[config.mk]
export PLATFORM = sky130hd
export DESIGN_NAME = reg_bank_dump_streamer_flat
export DESIGN_NICKNAME = d
export VERILOG_FILES = /design/src/rtl/reg_bank_dump_streamer_if.sv /design/src/rtl/reg_bank_dump_streamer.sv /design/src/flat_wrapper.sv
export SDC_FILE = /design/constraint.sdc
export NUM_CORES = 2
export LEC_CHECK = 0
export CAP_MARGIN = 20
export CORE_AREA = 4 4 409 411
export DETAILED_ROUTE_END_ITERATION = 7
export DIE_AREA = 0 0 413 415
export PLACE_DENSITY_LB_ADDON = 0.1
export SLEW_MARGIN = 20
export SYNTH_ARGS = -nofsm -noshare
export SYNTH_HDL_FRONTEND = slang
export SYNTH_SLANG_ARGS = --single-unit
[constraint.sdc]
create_clock -name clk -period 4.65 [get_ports clk]
set_input_delay 0.93 -clock clk [delete_from_list [all_inputs] [get_ports clk]]
set_output_delay 0.93 -clock clk [all_outputs]
set_load 0.005 [all_outputs]
[src/rtl/reg_bank_dump_streamer_if.sv]
// Valid/ready stream carrying one register-bank word per handshake.
// m_index is one bit wider than a register select so it can also name the checksum slot.
interface reg_bank_dump_streamer_if #(
  parameter int unsigned DATA_LENGTH = 32,
  parameter int unsigned REGS_QTY    = 32
);
  localparam int unsigned IDXW = $clog2(REGS_QTY) + 1;

  logic [DATA_LENGTH-1:0] m_data;
  logic [IDXW-1:0]        m_index;
  logic                   m_valid;
  logic                   m_ready;
  logic                   m_last;

  modport master (output m_data, m_index, m_valid, m_last, input m_ready);
  modport slave  (input m_data, m_index, m_valid, m_last, output m_ready);
endinterface

[src/rtl/reg_bank_dump_streamer.sv]
// Snapshots the register bank on start and streams it word by word over a valid/ready port.
// Optional REG_DUMP_CHECKSUM_EN appends an XOR checksum word after the last register.
module reg_bank_dump_streamer #(
  parameter int unsigned DATA_LENGTH = 32,
  parameter int unsigned REGS_QTY    = 32
) (
  input  logic                            clk,
  input  logic                            rst,
  input  logic                            start,
  input  logic [REGS_QTY*DATA_LENGTH-1:0] regs_q,
  reg_bank_dump_streamer_if.master        m,
  output logic                            busy,
  output logic                            done
);
  localparam int unsigned IDXW = $clog2(REGS_QTY) + 1;
  localparam int unsigned SELW = $clog2(REGS_QTY);
  localparam logic [IDXW-1:0] LAST_IDX = IDXW'(REGS_QTY - 1);
`ifdef REG_DUMP_CHECKSUM_EN
  localparam bit CSUM_EN = 1'b1;
  typedef enum logic [1:0] {IDLE, SEND, CSUM, DONE} state_t;
`else
  localparam bit CSUM_EN = 1'b0;
  typedef enum logic [1:0] {IDLE, SEND, DONE} state_t;
`endif

  state_t                                 state_q, state_d;
  logic [REGS_QTY-1:0][DATA_LENGTH-1:0]   snap_q;
  logic                                   snap_ld;
  logic [DATA_LENGTH-1:0]                 data_q, data_d;
  logic [IDXW-1:0]                        idx_q, idx_d;
  logic                                   last_q, last_d;
  logic                                   valid_q, busy_q, done_q;
  logic                                   fire;
`ifdef REG_DUMP_CHECKSUM_EN
  logic [DATA_LENGTH-1:0]                 acc_q, acc_d;
`endif

  assign fire = valid_q & m.m_ready;

  // Next-state and next-output values; output flops load these every cycle.
  always_comb begin
    state_d = state_q;
    idx_d   = idx_q;
    data_d  = data_q;
    last_d  = last_q;
    snap_ld = 1'b0;
`ifdef REG_DUMP_CHECKSUM_EN
    acc_d   = acc_q;
`endif
    unique case (state_q)
      IDLE: begin
        if (start) begin
          state_d = SEND;
          snap_ld = 1'b1;
          idx_d   = '0;
          data_d  = regs_q[DATA_LENGTH-1:0];
          last_d  = 1'b0;
`ifdef REG_DUMP_CHECKSUM_EN
          acc_d   = '0;
`endif
        end
      end
      SEND: begin
        if (fire) begin
`ifdef REG_DUMP_CHECKSUM_EN
          acc_d = acc_q ^ data_q;
`endif
          if (idx_q == LAST_IDX) begin
`ifdef REG_DUMP_CHECKSUM_EN
            state_d = CSUM;
            idx_d   = IDXW'(REGS_QTY);
            data_d  = acc_q ^ data_q;
            last_d  = 1'b1;
`else
            state_d = DONE;
            idx_d   = '0;
            data_d  = '0;
            last_d  = 1'b0;
`endif
          end else begin
            idx_d  = idx_q + 1'b1;
            data_d = snap_q[SELW'(idx_d)];
            last_d = !CSUM_EN && (idx_d == LAST_IDX);
          end
        end
      end
`ifdef REG_DUMP_CHECKSUM_EN
      CSUM: begin
        if (fire) begin
          state_d = DONE;
          idx_d   = '0;
          data_d  = '0;
          last_d  = 1'b0;
        end
      end
`endif
      DONE: state_d = IDLE;
      default: begin
        state_d = IDLE;
        idx_d   = '0;
        data_d  = '0;
        last_d  = 1'b0;
      end
    endcase
  end

  always_ff @(posedge clk) begin
    if (rst) begin
      state_q <= IDLE;
      snap_q  <= '0;
      data_q  <= '0;
      idx_q   <= '0;
      last_q  <= 1'b0;
      valid_q <= 1'b0;
      busy_q  <= 1'b0;
      done_q  <= 1'b0;
`ifdef REG_DUMP_CHECKSUM_EN
      acc_q   <= '0;
`endif
    end else begin
      state_q <= state_d;
      if (snap_ld) snap_q <= regs_q;
      data_q  <= data_d;
      idx_q   <= idx_d;
      last_q  <= last_d;
`ifdef REG_DUMP_CHECKSUM_EN
      valid_q <= (state_d == SEND) || (state_d == CSUM);
      acc_q   <= acc_d;
`else
      valid_q <= (state_d == SEND);
`endif
      busy_q  <= (state_d != IDLE);
      done_q  <= (state_d == DONE);
    end
  end

  assign m.m_data  = data_q;
  assign m.m_index = idx_q;
  assign m.m_valid = valid_q;
  assign m.m_last  = last_q;
  assign busy      = busy_q;
  assign done      = done_q;
endmodule

[src/flat_wrapper.sv]
// flat-port wrapper written by rule: the top's interface ports become plain ports
module reg_bank_dump_streamer_flat 
#(
  parameter int unsigned DATA_LENGTH = 32,
  parameter int unsigned REGS_QTY    = 32
)
  (clk, rst, start, regs_q, busy, done, m_m_data, m_m_index, m_m_valid, m_m_last, m_m_ready);
  reg_bank_dump_streamer_if #(.DATA_LENGTH(DATA_LENGTH), .REGS_QTY(REGS_QTY)) m_i ();
  input  logic clk;
  input  logic rst;
  input  logic start;
  input  logic [REGS_QTY*DATA_LENGTH-1:0] regs_q;
  output logic busy;
  output logic done;
  output wire logic [$bits(m_i.m_data)-1:0] m_m_data;
  output wire logic [$bits(m_i.m_index)-1:0] m_m_index;
  output wire logic [$bits(m_i.m_valid)-1:0] m_m_valid;
  output wire logic [$bits(m_i.m_last)-1:0] m_m_last;
  input wire logic [$bits(m_i.m_ready)-1:0] m_m_ready;
  assign m_m_data = m_i.m_data;
  assign m_m_index = m_i.m_index;
  assign m_m_valid = m_i.m_valid;
  assign m_m_last = m_i.m_last;
  assign m_i.m_ready = m_m_ready;
  reg_bank_dump_streamer #(.DATA_LENGTH(DATA_LENGTH), .REGS_QTY(REGS_QTY)) u_core (.clk(clk), .rst(rst), .start(start), .regs_q(regs_q), .m(m_i), .busy(busy), .done(done));
endmodule
==> run summary <==
Worst-path maximum fanout: 51
Clock skew: 0.0278 ns
Final Cycle Share: 0.791
GP Congestion: 0.850
Nets: 7,260
Via Count: 42,135
Hold Path Class: flop to flop
Global route overflow: 0
FMAX: 272 MHz
Synth-to-layout area growth: 38.7%
Die H: 415 um
Detailed Place HPWL: 173,000 um
Worst vdd ir: 328 uV
CTS Buf Count: 132
Slew HR: 0.293
Beginning of the worst hold path: u_core.snap_q[407]
Hold path depth: 2
# resized after CTS: 0
Floorplan row count: 149
Total track usage: 0.256
Post-route minimum period: 3.68 ns
Worst skew pair latency: 0.75 ns
Setup tns final: 0 ns
Worst-Margin Slew: 1.06 ns
Syn Inst Count: 5,391
Crit path max-delay cell type: ha_4
Tot Pwr: 23.9 mW
First-pass GRT wire length: 317,000 um
Post-CTS Setup Inserts: 0
Most used cell, CP: buf_12
# hold bufs at CTS: 0
Initial antenna violation count: 74
Root Buffer: clkbuf_16
Synth warnings: 0
Share of cells above drive strength 1: 0.0961
Remaining DRCs: 0
Max Slew Vio Count: 0
Final hold viol count: 0
R2R Path Start: u_core.m.m_index[0]
Worst Path Arrival: 4.27 ns
Clk slew on worst S/H paths: 0.06 ns
Routed length per instance: 26.7 um
Buffer levels on the longest clock path: 3
Htree depth: 4
Core area: 164,000 sq um
Number of max-cap violations: 0
Hold Crit Endpoint: u_core.snap_q[407]
Via/cell ratio: 4.92
CTS Sinks: 1,068
Post-route setup slack: 0.972 ns
TritonCTS clock tree: built
Syn_nets: 6,421
Layout Utilization: 0.378
Syn_area_per_cell: 8.30 sq um
Iter 0 DRT Violations: 2,865
NetSw: 6.49 mW
Startpoint types: flop
IO Count: 1,070
Synth Flop Type: dfxtp_1
Critical R2R Capture: u_core.m.m_data[15]
Power share of the combinational group: 0.143
Starting density of the core: 0.273
Die ar.: 171,000 sq um
Register share of total power: 0.422
Top Family by Delay on Critical Path: buffers and inverters
Leakage: 22.5 nW
Cell Int Power: 17.4 mW
Ys async rst share: 0
Design area: 62,000 sq um
Sequential share of the synthesized area: 0.478
Final setup viols: 0
Status: finished clean
WP data required: 5.24 ns
#FFs+latches synth: 1,068
CP bufs+invs: 4
Worst reg2reg path depth: 9
Routed WL: 228,000 um
Largest net degree at the start of global routing: 209
Worst setup path class: flop to flop
Total placed instance area: 57,500 sq um
Sw Ratio: 0.272
Pre-antenna DRT Iters: 5
Crit path cell chain: buf_12 -> inv_2 -> ha_4 -> buf_12 -> buf_4 -> mux4_2 -> mux2_2 -> a221oi_1 -> a311oi_1
PD cells: 385 nW/um^2
Number of global-route vias before repair: 42,381
Die width: 413 um
Number of synthesized flops with an enable pin: 0
IO buf count: 1,069
Synthesized area: 44,700 sq um
Slack of the worst reg-to-reg path: 0.97 ns
RSZ-0062 raised after global routing: false
CP peak stage delay: 0.62 ns
Worst setup EP type: flop
Clock power frac: 0.436
Yosys cell types: 42
ANT nets after route: 0
Post-place setup slack: 0.941 ns
kinds of logic after synthesis:
kind of cell,count (synthesis),share of synthesized area
and+or+nand+nor,2458,0.210
AOI/OAI and AO/OA,1109,0.132
DFF,1068,0.478
buffers and inverters,457,0.0405
muxes,290,0.137
xor gates and xnor gates,7,0.00179
adders and majority gates,2,0.000559
routing by layer:
layer / part of all wire / global-route usage / vias to the layer above
li1: - / - / 19846
met3: 0.062 / 0.0566 / 241
met5: 0.00069 / 0 / -
met4: 0.022 / 0.0647 / 24
met1: 0.42 / 0.319 / 20769
met2: 0.50 / 0.447 / 1255
synthesized netlist by cell type (all sizes together) (2+ instances only):
cell / number / share of area
mux4: 256 / 0.13
nor2: 41 / 0.0034
ha: 2 / 0.00056
dfxtp: 1068 / 0.48
a21o: 2 / 0.00034
o21ai: 3 / 0.00034
xnor2: 4 / 0.00078
nor3: 4 / 0.00045
a311oi: 31 / 0.0061
a221oi: 31 / 0.0076
xor2: 3 / 0.0010
a22oi: 2 / 0.00034
a21oi: 1032 / 0.12
mux2i: 3 / 0.00067
or2: 2 / 0.00028
nor2b: 4 / 0.00056
mux2: 31 / 0.0078
nor3b: 2 / 0.00034
buf: 59 / 0.0071
nand3: 98 / 0.011
nand2: 2302 / 0.19
clkbuf: 397 / 0.033
placed cells by master (no fill, tap or decap), types with 3 or more instances in the layout:
master	Yosys	final
clkbuf_16	0	134
clkbuf_8	0	33
inv_6	0	5
buf_4	5	62
diode_2	0	43
nor2_1	41	39
nor3_1	4	3
clkinv_16	0	4
a221oi_2	11	11
clkdlybuf4s50_1	0	1068
nand2_1	2302	2301
mux2i_1	3	3
dfxtp_1	1068	1067
clkinvlp_4	0	3
clkinv_2	0	14
bufinv_16	0	3
buf_12	0	30
mux2_2	31	31
o21ai_0	3	3
a311oi_1	31	31
clkinv_8	0	5
nor2b_1	4	4
a21oi_1	1032	1030
nand3_1	98	98
a221oi_1	20	20
clkbuf_1	397	37
mux4_2	256	256
cell type report:
cell class              count  area (sq um)
fillers                 17259        102000
repair buffers           1161         11800
well taps                2189          2740
clock inverters            34           428
inverters                   1          3.75
multi-input cells        3866         21600
flip-flops and latches   1068         21400
diodes                     43           108
clock buffers             204          3950
per-stage QoR:
| step | hold slack (ns) | instances |
|---|---|---|
| after detailed placement | 0.443 | 8285 |
| after CTS | 0.451 | 8523 |
| after global placement | 0.439 | 8285 |
| after floorplan | 0.433 | 5391 |
| final | 0.451 | 8566 |
| after global routing | 0.466 | 8545 |
state kept, by name, summed over array words and instances (netlist names):
register / count
u_core.done: 1
u_core.state_q: 2
u_core.m.m_data: 32
u_core.m.m_index: 6
u_core.snap_q: 1024
u_core.busy: 1
u_core.m.m_valid: 1
u_core.m.m_last: 1
worst reg2reg max path, stage by stage, from the launching register on:
cell and delay [ns]:
dfxtp_4 0.35, buf_12 0.35, inv_2 0.12, ha_4 0.62, buf_12 0.29, buf_4 0.33, mux4_2 0.35, mux2_2 0.31
a221oi_1 0.62, a311oi_1 0.18
power groups by stage:
stage               registers, mW  logic (mW)  clock network [mW]
floorplan                    10.1        1.61                   0
global route                 10.1        3.69                11.1
CTS                          10.1        3.47                10.7
finish                       10.1        3.40                10.4
detailed placement           10.3        3.46                   0
global placement             10.3        3.45                   0
worst max path at each step:
stage | from | to | cells after the start
after floorplan | u_core.m.m_index[0] | u_core.m.m_data[21] | 11
final | u_core.m.m_index[0] | u_core.m.m_data[15] | 9
after CTS | u_core.m.m_index[1] | u_core.m.m_data[16] | 7
after global routing | u_core.m.m_index[1] | u_core.m.m_data[16] | 7
after global placement | u_core.m.m_index[0] | u_core.m.m_data[15] | 9
after detailed placement | u_core.m.m_index[1] | u_core.m.m_data[16] | 7
Note: power is estimated with default switching activity, not from simulation.
